[src/rtl/verificador_pkg.sv]
// Shared encodings for the verificador4 adder monitor.
// VERIFICADOR_HALT_EN adds the absorbing FAIL state.
package verificador_pkg;

  localparam logic [1:0] MODO_HOLD   = 2'b00;
  localparam logic [1:0] MODO_SUMA_C = 2'b01;
  localparam logic [1:0] MODO_SUMA   = 2'b10;
  localparam logic [1:0] MODO_CLR    = 2'b11;

`ifdef VERIFICADOR_HALT_EN
  typedef enum logic [1:0] {
    IDLE  = 2'b00,
    CHECK = 2'b01,
    FAIL  = 2'b10
  } estado_t;
`else
  typedef enum logic [1:0] {
    IDLE  = 2'b00,
    CHECK = 2'b01
  } estado_t;
`endif

endpackage

[src/rtl/modelo_sumador.sv]
// Golden model of the sumador result register: {RCO,Q} updated on enabled edges.
module modelo_sumador
  import verificador_pkg::*;
#(
  parameter int WIDTH = 4
) (
  input  logic             CLK,
  input  logic             RESET,
  input  logic             ENB,
  input  logic [1:0]       MODO,
  input  logic [WIDTH-1:0] A,
  input  logic [WIDTH-1:0] B,
  input  logic             RCI,
  output logic [WIDTH-1:0] Q_EXP,
  output logic             RCO_EXP
);

  logic [WIDTH:0] acc_q;
  logic [WIDTH:0] acc_d;

  // next value of the modelled adder register
  always_comb begin
    acc_d = acc_q;
    if (ENB) begin
      case (MODO)
        MODO_SUMA_C: acc_d = {1'b0, A} + {1'b0, B} + {{WIDTH{1'b0}}, RCI};
        MODO_SUMA:   acc_d = {1'b0, A} + {1'b0, B};
        MODO_CLR:    acc_d = {(WIDTH+1){1'b0}};
        default:     acc_d = acc_q;
      endcase
    end else begin
      acc_d = acc_q;
    end
  end

  // model register
  always_ff @(posedge CLK) begin
    if (RESET) begin
      acc_q <= {(WIDTH+1){1'b0}};
    end else begin
      acc_q <= acc_d;
    end
  end

  assign Q_EXP   = acc_q[WIDTH-1:0];
  assign RCO_EXP = acc_q[WIDTH];

endmodule

[src/rtl/verificador4.sv]
// Self-checking monitor for the sumador adder: FSM, comparator and saturating counters.
// Define VERIFICADOR_HALT_EN to stop checking (FAIL state) on the first mismatch.
module verificador4
  import verificador_pkg::*;
#(
  parameter int WIDTH = 4,
  parameter int CNT_W = 16
) (
  input  logic             CLK,
  input  logic             RESET,
  input  logic             ENB,
  input  logic [1:0]       MODO,
  input  logic [WIDTH-1:0] A,
  input  logic [WIDTH-1:0] B,
  input  logic             RCI,
  input  logic [WIDTH-1:0] Q,
  input  logic             RCO,
  output logic             SYNC,
  output logic             ERR,
  output logic             ERR_PULSE,
  output logic [CNT_W-1:0] CUENTA_OK,
  output logic [CNT_W-1:0] CUENTA_ERR
);

  localparam logic [CNT_W-1:0] CNT_MAX = {CNT_W{1'b1}};
  localparam logic [CNT_W-1:0] CNT_ONE = {{(CNT_W-1){1'b0}}, 1'b1};

  estado_t          estado_q, estado_d;
  logic             sync_q, sync_d;
  logic             err_q, err_d;
  logic             err_pulse_q, err_pulse_d;
  logic [CNT_W-1:0] cnt_ok_q, cnt_ok_d;
  logic [CNT_W-1:0] cnt_err_q, cnt_err_d;
  logic [WIDTH-1:0] q_exp_s;
  logic             rco_exp_s;
  logic             defining_s;
  logic             mismatch_s;

  modelo_sumador #(.WIDTH(WIDTH)) u_modelo (
    .CLK     (CLK),
    .RESET   (RESET),
    .ENB     (ENB),
    .MODO    (MODO),
    .A       (A),
    .B       (B),
    .RCI     (RCI),
    .Q_EXP   (q_exp_s),
    .RCO_EXP (rco_exp_s)
  );

  assign defining_s = ENB && (MODO != MODO_HOLD);
  assign mismatch_s = ({RCO, Q} != {rco_exp_s, q_exp_s});

  // next state, verdict and counter updates
  always_comb begin
    estado_d    = estado_q;
    err_d       = err_q;
    err_pulse_d = 1'b0;
    cnt_ok_d    = cnt_ok_q;
    cnt_err_d   = cnt_err_q;
    case (estado_q)
      IDLE: begin
        if (defining_s) begin
          estado_d = CHECK;
        end else begin
          estado_d = IDLE;
        end
      end
      CHECK: begin
        if (mismatch_s) begin
          err_d       = 1'b1;
          err_pulse_d = 1'b1;
          cnt_err_d   = (cnt_err_q == CNT_MAX) ? cnt_err_q : cnt_err_q + CNT_ONE;
`ifdef VERIFICADOR_HALT_EN
          estado_d    = FAIL;
`endif
        end else begin
          cnt_ok_d    = (cnt_ok_q == CNT_MAX) ? cnt_ok_q : cnt_ok_q + CNT_ONE;
        end
      end
`ifdef VERIFICADOR_HALT_EN
      FAIL: estado_d = FAIL;
`endif
      default: estado_d = IDLE;
    endcase
    sync_d = (estado_d == CHECK);
  end

  // state and output registers
  always_ff @(posedge CLK) begin
    if (RESET) begin
      estado_q    <= IDLE;
      sync_q      <= 1'b0;
      err_q       <= 1'b0;
      err_pulse_q <= 1'b0;
      cnt_ok_q    <= {CNT_W{1'b0}};
      cnt_err_q   <= {CNT_W{1'b0}};
    end else begin
      estado_q    <= estado_d;
      sync_q      <= sync_d;
      err_q       <= err_d;
      err_pulse_q <= err_pulse_d;
      cnt_ok_q    <= cnt_ok_d;
      cnt_err_q   <= cnt_err_d;
    end
  end

  assign SYNC       = sync_q;
  assign ERR        = err_q;
  assign ERR_PULSE  = err_pulse_q;
  assign CUENTA_OK  = cnt_ok_q;
  assign CUENTA_ERR = cnt_err_q;

endmodule

[config.mk]
export PLATFORM = sky130hd
export DESIGN_NAME = verificador4
export DESIGN_NICKNAME = d
export VERILOG_FILES = /design/src/rtl/verificador_pkg.sv /design/src/rtl/modelo_sumador.sv /design/src/rtl/verificador4.sv
export SDC_FILE = /design/constraint.sdc
export NUM_CORES = 1
export LEC_CHECK = 0
export CAP_MARGIN = 40
export CORE_AREA = 10 10 80 82
export CTS_CLUSTER_SIZE = 10
export DETAILED_ROUTE_END_ITERATION = 6
export DIE_AREA = 0 0 90 92
export HOLD_SLACK_MARGIN = 0.03
export PLACE_DENSITY = 0.75
export SETUP_SLACK_MARGIN = 0.15
export SYNTH_ARGS = -nofsm -noshare
export SYNTH_HDL_FRONTEND = slang
export SYNTH_HIERARCHICAL = 1
export SYNTH_SLANG_ARGS = --single-unit
[constraint.sdc]
create_clock -name CLK -period 2.7 [get_ports CLK]
set_input_delay 0.27 -clock CLK [delete_from_list [all_inputs] [get_ports CLK]]
set_output_delay 0.27 -clock CLK [all_outputs]
set_load 0.01 [all_outputs]
# ---- Word level (Yosys, flattened, before mapping)
# Cells that the tools add are included.
dict set report totals {
  out_inout_bits 35
  in_bits 19
  register_bits 42
}
dict set report op_classes {
  bitwise 4
  n_eq_ne 8
  n_reduce_logical 9
  addsub 4
  mux 4
}
# op n
set op_table {}
lappend op_table {{16-bit by 1-bit adder with 16-bit output (second input constant)} 2}
lappend op_table {{16-bit equality test (second input constant)} 2}
lappend op_table {{5-bit one-hot mux with 3 select lines} 1}
lappend op_table {{2-bit by 1-bit equality test with 1-bit output (second input constant)} 3}
lappend op_table {{3-bit AND reduction} 2}
lappend op_table {{4-bit by 4-bit adder with 5-bit output} 1}
lappend op_table {{5-bit by 1-bit adder with 5-bit output} 1}
lappend op_table {{5-bit != test} 1}
lappend op_table {{2-bit equality test (second input constant)} 2}
lappend op_table {{1-bit inverter} 4}
lappend op_table {{2-bit one-hot mux with 2 select lines} 1}
lappend op_table {{2-bit AND reduction} 2}
lappend op_table {{3-bit nonzero test} 1}
lappend op_table {{2-bit zero test} 1}
lappend op_table {{1-bit 2-to-1 mux} 2}
lappend op_table {{2-bit nonzero test} 1}
lappend op_table {{2-bit OR reduction} 1}
lappend op_table {{1-bit logical AND} 1}

# ---- Depth between registers and ports, before layout
dict set report logic_depth {
  depth_word 5
  ltp_mapped 9
  mapped_depth_nobuf 9
}

# ---- Modules after synthesis
# The synthesis kept the hierarchy.
# module cells_each seq_area_each_um2 area_per_inst_um2 n_inst
set by_module_without_submodules {}
lappend by_module_without_submodules {verificador4 219 740.7 1903.1 1}
lappend by_module_without_submodules {modelo_sumador 53 100.1 435.4 1}

# ---- Worst setup path before layout
# Ideal clock, no wire load.
dict set report synth_timing {
  path_type {input port to flip-flop}
  start {input port A[0]}
  end {register u_modelo.acc_q[3]}
  path_slack_ps 730
  n_path_buf 0
  stages 8
  arrival_ps 1882
  required_ps 2612
  cell_sequence {ha_1 inv_1 fa_1 xor2_1 nor2_1 and3_4 or3b_1 a311oi_2}
}
dict set report synth_between {
  elab_chain_len 3
}
# element line_no
set synth_rtl {}
lappend synth_rtl {{start, declared} verificador4.sv:13} ;# input logic [WIDTH-1:0] A,
lappend synth_rtl {{4-bit by 4-bit adder with 5-bit output (*)} {modelo_sumador.sv:26, modelo_sumador.sv:27}}
lappend synth_rtl {{5-bit by 1-bit adder with 5-bit output} modelo_sumador.sv:26} ;# MODO_SUMA_C: acc_d = {1'b0, A} + {1'b0, B} + {{WIDTH{1'b0}}, RCI};
lappend synth_rtl {{5-bit one-hot mux with 3 select lines (*)} modelo_sumador.sv:25} ;# case (MODO)
lappend synth_rtl {{end signal, assigned} modelo_sumador.sv:39} ;# acc_q <= {(WIDTH+1){1'b0}};
lappend synth_rtl {{end, declared} modelo_sumador.sv:18} ;# logic [WIDTH:0] acc_q;
# Mark *: on every way between the ends. The rest lies on a longest branch, timed or not.
# A chain may end at the register's enable or synchronous reset.

# ---- Worst setup path after layout
# Ends and elaborated chain as after synthesis.

==> flow_metrics.env <==
export IMPL_status="finished clean"
export IMPL_vias=2219
export IMPL_grt_pass1_wl_mm=9.30
export IMPL_synth_enable_flop_cells=0
export IMPL_path_max_fanout=3
export IMPL_synthesis_area_mm2=0.00234
export IMPL_setup_viol=0
export IMPL_power_density_mw_per_mm2=385
export IMPL_synth_fp_nets=300
export IMPL_ant_nets=0
export IMPL_use_met3=0.0407
export IMPL_io_buffer_count=53
export IMPL_critPathKind="in2reg"
export IMPL_die_area_mm2=0.00828
export IMPL_finalWeightedCongestion=0.770
export IMPL_rsz0062_at_grt="false"
export IMPL_core_area_mm2=0.00491
export IMPL_drt_total_wl_mm=5.47
export IMPL_fin_tns_setup_ps=0
export IMPL_grt_overflow=0
export IMPL_synthCells=272
export IMPL_antenna_found_initial=0
export IMPL_timing_fmax_mhz=447
export IMPL_syn2layout_area_growth_pct=29.3
export IMPL_busiest_layer="met2"
export IMPL_fin_nets=354
export IMPL_clock_latency_ps=290
export IMPL_instances_no_fill=396
export IMPL_drc=0
export IMPL_die_h_um=92
export IMPL_synthArstFlopShare=0
export IMPL_grtUsageTotal=0.129
export IMPL_grt_use_met2=0.232
export IMPL_ys_types=56
export IMPL_slew_violations=0
export IMPL_path_clk_slew_ps=70
export IMPL_cp_start_kind="primary input"
export IMPL_drtPass1Iterations=4
export IMPL_rows=26
export IMPL_cts_max_path_buffers=2
export IMPL_cts_made_buffers=5
export IMPL_post_synth_top_area_fraction=0.360
export IMPL_post_cts_resize_count=0
export IMPL_viasPerCell=5.60
export IMPL_ys_warn_count=6
export IMPL_yosysTopAreaCell="dfxtp_1"
export IMPL_postCtsSetupBuffers=0
export IMPL_fin_crit_sh=0.829
export IMPL_post_drt_wl_per_cell_um=13.8
export IMPL_required_ps=2910
export IMPL_worstHoldPathType="reg2reg"
export IMPL_grt_start_max_net_pins=49
export IMPL_fin_worst_skew_ps=6.48
export IMPL_min_period_ps=2240
export IMPL_synth_area_leaders="dfxtp_1, a21oi_1, ha_1"
export IMPL_hold_violations=0
export IMPL_grt_pass1_vias=2082
export IMPL_die_width_um=90
export IMPL_place_ws_ps=154
export IMPL_maxCapViolations=0
export IMPL_worst_slew_pin_slew_ps=592
export IMPL_cts_hold_buf=0
export IMPL_endpoint_kind="register"
export IMPL_setup_slack_ps=461
export IMPL_clock_root_buffer="clkbuf_8"
export IMPL_slew_limit_headroom=0.604
export IMPL_synth_flop_cell="dfxtp_1"
export IMPL_cp_arrival_ps=2450
export IMPL_ioPinCount=54
export IMPL_synth_seq_cells=42
export IMPL_leakagePower_nw=1.02
export IMPL_hold_slack_ps=435
export IMPL_antenna_cells=0
export IMPL_initial_core_util=0.476
export IMPL_cts_max_level=2
export IMPL_cts_tree="built"
export IMPL_drive_gt1_frac=0.0859
export IMPL_avgSynthCellArea_um2=8.60
export IMPL_drtIter0Drc=140
export IMPL_ir_worst_vdd_v=0.000206
export IMPL_dp_cells=389
export IMPL_dpl_hpwl_mm=4.04
export IMPL_grt_use_met1=0.140
export IMPL_seq_area_frac_synth=0.360
export IMPL_cts_sinks=42
==> worst max-delay path, stage by stage <==
cell and delay [ps]:
clkdlybuf4s50_1 460, ha_1 170, inv_1 60, fa_1 390, xor2_1 240, nor2_1 90, and3_4 190, or3b_1 350
a311oi_2 230
==> per-layer routing <==
layer  vias to the layer above  wire length [µm]
met1                      1041              2370
met3                         5               349
met2                        55              2700
met5                         -                 0
met4                         0                51
li1                       1118                 -
==> cells in the mapped netlist, drive strengths merged, types with 2 or more instances <==
cell,instances
a211oi,3
a21oi,21
a22oi,2
a311oi,3
and3,2
and4,4
buf,4
clkbuf,5
dfxtp,42
ha,8
inv,11
mux2,7
mux2i,2
nand2,20
nand2b,2
nand3,15
nand3b,2
nand4,4
nor2,24
nor2b,7
nor3,4
nor4,5
o2111ai,3
o21a,2
o21ai,14
o22ai,2
o31ai,8
or3,9
or3b,2
or4,8
xnor2,6
xor2,4
==> state kept, by name, summed over array words and instances, names as in the netlist <==
name,count
SYNC,1
CUENTA_OK,16
u_modelo/acc_q,5
CUENTA_ERR,16
ERR_PULSE,1
estado_q,2
ERR,1
==> power breakdown <==
part	switching (mW)	internal [mW]	total, mW	leakage (nW)
Clock	0.206	0.178	0.385	0.0383
Sequential	0.00700	0.628	0.635	0.340
Combinational	0.0713	0.0717	0.143	0.642
Total	0.285	0.878	1.16	1.02
==> path summary, 6_finish.rpt <==
path,from,to,slack (ps),cells after the start
worst min register to register,estado_q[1],estado_q[0],430,1
worst max register to register,CUENTA_OK[0],CUENTA_OK[11],570,7
worst min-delay path,estado_q[1],estado_q[0],430,1
worst max-delay path,A[0],u_modelo/acc_q[3],460,9
==> layout make-up <==
class                           count  area (µm²)
Fill cell                         454        1890
Multi-Input combinational cell    210        1410
Sequential cell                    42         841
Timing Repair Buffer               56         566
Tap cell                           70        87.6
Clock buffer                        7        76.3
Inverter                           11        41.3
==> logic make-up (layout without fill, tap and decap cells) <==
kind of cell,after synthesis,in the layout,synth area share
compound gates,66,66,0.185
other cells,1,1,0.00160
fa+ha+maj,9,9,0.0514
buf+inv,20,74,0.0369
xor+xnor,10,10,0.0471
flops,42,42,0.360
simple gates,115,115,0.277
mux,9,9,0.0423
==> cells in the final DEF, fill, tap and decap left out, drive strengths merged, types with 4 or more instances in the layout <==
cell type | netlist | routed
nor3 | 4 | 4
dfxtp | 42 | 42
ha | 8 | 8
nor2 | 24 | 24
inv | 11 | 11
or4 | 8 | 8
nand3 | 15 | 15
xnor2 | 6 | 6
nor4 | 5 | 5
clkdlybuf4s50 | 0 | 53
nand4 | 4 | 4
clkbuf | 5 | 7
nor2b | 7 | 7
nand2 | 20 | 20
or3 | 9 | 9
and4 | 4 | 4
mux2 | 7 | 7
o21ai | 14 | 14
a21oi | 21 | 21
o31ai | 8 | 8
xor2 | 4 | 4
==> through the flow <==
step                      instance area, µm²  utilization  power (mW)
after floorplan                         2340            -       0.736
after global routing                    3020        0.615        1.21
after global placement                  2950        0.600       0.790
after detailed placement                2950        0.600       0.794
after CTS                               3020        0.615        1.18
final                                   3020        0.615        1.16
(Power assumes the default switching activity.)
==> patch 1, RTL diff (same flow settings) <==
`WIDTH` is set to 4 in 2 places; all go to 3.
--- a/src/rtl/modelo_sumador.sv
+++ b/src/rtl/modelo_sumador.sv
@@ -3,5 +3,5 @@
   import verificador_pkg::*;
 #(
-  parameter int WIDTH = 4
+  parameter int WIDTH = 3
 ) (
   input  logic             CLK,
--- a/src/rtl/verificador4.sv
+++ b/src/rtl/verificador4.sv
@@ -4,5 +4,5 @@
   import verificador_pkg::*;
 #(
-  parameter int WIDTH = 4,
+  parameter int WIDTH = 3,
   parameter int CNT_W = 16
 ) (
Interface: changed (resized A, B and Q); port bits go from 54 to 51. No check against the original RTL was run, so the function may have changed too.
==> patch 1 against the unedited design <==
- setup slack gained 0.020 ns
- wire length shrank 7.2%
- synthesized area shrank 8.7%
- via count shrank 13%
- power shrank 6.0%
- clock power shrank 5.2%
- cell area shrank 7.0%
- register-to-register slack lost 0.03 ns
- count of clock-buffer cells in the layout shrank 2
- synthesized cell count shrank 9.9%
- sequential cell count shrank 1
- largest power group unchanged
==> patch 1: results (changes against the unedited design) <==
Yosys reg bits=41 (-2.4%); Synth Area in Compound Gates=8.030% (-10 points); reg2reg path depth=5 (-2); largest net degree at the start of global routing=22 (-55%); RePlAce Congestion=0.8255 (+7.2%); Hold Path Depth=2 (+1); Total GRT Usage=12.26% (-0.62 points); internal power=836.1 uW (-4.8%); placed instance area=2738 sq um (-7.1%); adder-cell share of the synthesized area=5.041% (-0.095 points); Iter 0 DRT Violations=81 (-42%); Max Clk Rate=0.4508 GHz (+0.91%); Worst Skew=0.006193 ns (-0.0002821 ns); met2 Use GR=21.31% (-1.9 points); combinational power share=10.1% (-2.2 points); Worst Setup EP=CUENTA_OK[13]; Synth area leaders=dfxtp_1 38%, xnor2_1 11%, nor2_1 6.2%; dpl cells=364 (-6.4%); first-pass GRT wire length=8.707 mm (-6.4%); met3 usage in global routing=4.238% (+0.16 points); pre-CTS WS=0.1832 ns (+0.02954 ns); crit path from=Q[2]; result of the run=completed; Leakage Power=0.9199 nW (-9.9%); WL met3=274 microns (-21%); Worst Hold End=ERR; Post-Layout Cell Count=370 (-6.6%); Met1 Wirelength=2.297 mm (-3.2%); multiplexer area fraction after synthesis=0.9379% (-3.3 points); worst vdd ir=0.2676 mV (+30%); IO buf count=50 (-5.7%); multi-input combinational cell area=1239 sq um (-12%); Mapped Cells=245 (-9.9%)
## patch 1: cell count changes after synthesis, sizes merged, moves of 7 or more
cell,before,now
or3,9,1
o21ai,14,5
mux2,7,0
xnor2,6,27
nand2,20,10
a21oi,21,4
nor2,24,35
nor4,5,18
## patch 1: logic make-up after synthesis
logic type               count (synthesis)
AO/OA/AOI/OAI                           24
XOR/XNOR                                31
adder cells (fa/ha/maj)                  8
buffers and inverters                   18
flip-flops                              41
multiplexers                             2
other                                    1
AND/OR/NAND/NOR                        120
## patch 1: final cells by class
cell class,instances,area share (%)
inverters,10,1.335
clock buffers,5,2.448
flip-flops and latches,41,29.19
multi-input cells,186,44.06
repair buffers,57,19.67
clock inverters,1,0.1780
well taps,70,3.115
## patch 1: worst min-delay path: cells and delay by family, from the launching register on
family / cells / cell delay [ns]
and+or+nand+nor: 1 / 0.07
AOI/OAI and AO/OA: 1 / 0.04
DFF: 1 / 0.33
==> patch 2, RTL diff (same settings) <==
Without the edit above. Remove the case item `MODO_SUMA_C` of the case on `MODO`.
--- a/src/rtl/modelo_sumador.sv
+++ b/src/rtl/modelo_sumador.sv
@@ -24,5 +24,4 @@
     if (ENB) begin
       case (MODO)
-        MODO_SUMA_C: acc_d = {1'b0, A} + {1'b0, B} + {{WIDTH{1'b0}}, RCI};
         MODO_SUMA:   acc_d = {1'b0, A} + {1'b0, B};
         MODO_CLR:    acc_d = {(WIDTH+1){1'b0}};
Formal check against the unedited RTL: not equivalent (a bounded check fails within 4 cycles, from zero or initial values and one cycle with RESET high).
==> patch 2 against the unedited design <==
- wire length down 2.5%
- setup slack better by 0.17 ns
- power is 6.9% higher
- non-clock buffer count unchanged
- sequential cell count unchanged
- first-iteration DRC count shrank 12%
- synthesized area is 4.1% lower
- global-route usage grew 0.13 points
- clock skew hardly changed
- cell area down 2.6%
- critical endpoint is now CUENTA_OK[10]
- highest routed layer unchanged
==> patch 2: results (changes against the unedited design) <==
met3 usage in global routing=4.238% (+0.16 points); sequential area share after synthesis=37.48% (+1.5 points); Layout Nets=336 (-5.1%); Fill cells=447 (-1.5%); vias in the first global route=2040 (-2.0%); RePlAce Congestion=0.7966 (+3.5%); Hold Slack=0.4445 ns (+0.009564 ns); most common library cells after synthesis=42 x dfxtp_1, 24 x a21oi_1, 21 x nor2_1, 16 x nand2_1, 14 x nand3_1; Post-DP HPWL=3.855 mm (-4.5%); Synth area leaders=dfxtp_1 37%, a21oi_1 5.4%, mux2_2 3.5%; Mapped Cells=257 (-5.5%); met1 global-route usage=14.36% (+0.32 points); vias=2095 (-5.6%); post-synth net total=283 (-5.7%); Max FO, Critical Path=8 (+5); Logic power comb=100 uW (-30%); min setup slack post-route=0.6282 ns (+0.1668 ns); Worst Skew=0.006912 ns (+0.0004367 ns); result of the run=completed; overall power=1.244 mW (+6.9%); placed instance area=2831 sq um (-3.9%); pre-CTS WS=0.3177 ns (+0.1640 ns); highest-delay cell along the critical path=nor4_2; Total GRT Usage=13.01% (+0.13 points); Leakage Power=0.9822 nW (-3.8%); IO buf count=52 (-1.9%); first-pass GRT wire length=9.273 mm (-0.30%); crit path from=CUENTA_OK[2]; Worst Setup EP=CUENTA_OK[10]; worst vdd ir=0.2817 mV (+37%); share of cells above drive strength 1=10.65% (+2.1 points)
==> patch 2: changes by cell type in the layout (fill, tap and decap cells not counted), moves of 3 or more <==
cell / delta
xor2_1: -3
nand2_1: -4
o21ai_0: -3
a21oi_1: +3
nor2_1: -3
==> patch 2: cell families after synthesis <==
family | synth area share, %
AND/OR/NAND/NOR | 28.50
adder cells (fa/ha/maj) | 4.239
buffers and inverters | 3.904
AO/OA/AOI/OAI | 17.12
other | 0.1672
flip-flops | 37.48
multiplexers | 4.852
XOR/XNOR | 3.737
==> patch 2: cell type report <==
class                   instances  area (sq um)  share of cell area [%]
clock buffers                   6         82.58                   2.805
clock inverters                 1         30.03                   1.020
inverters                      10         37.54                   1.275
multi-input cells             195          1315                   44.67
flip-flops and latches         42         840.8                   28.56
well taps                      70         87.58                   2.975
repair buffers                 56         550.5                   18.70
==> patch 2: layer usage <==
layer	vias up	share of wire (%)
met5	-	0
li1	1053	-
met1	982	44
met3	8	6.9
met4	0	1.4
met2	52	48
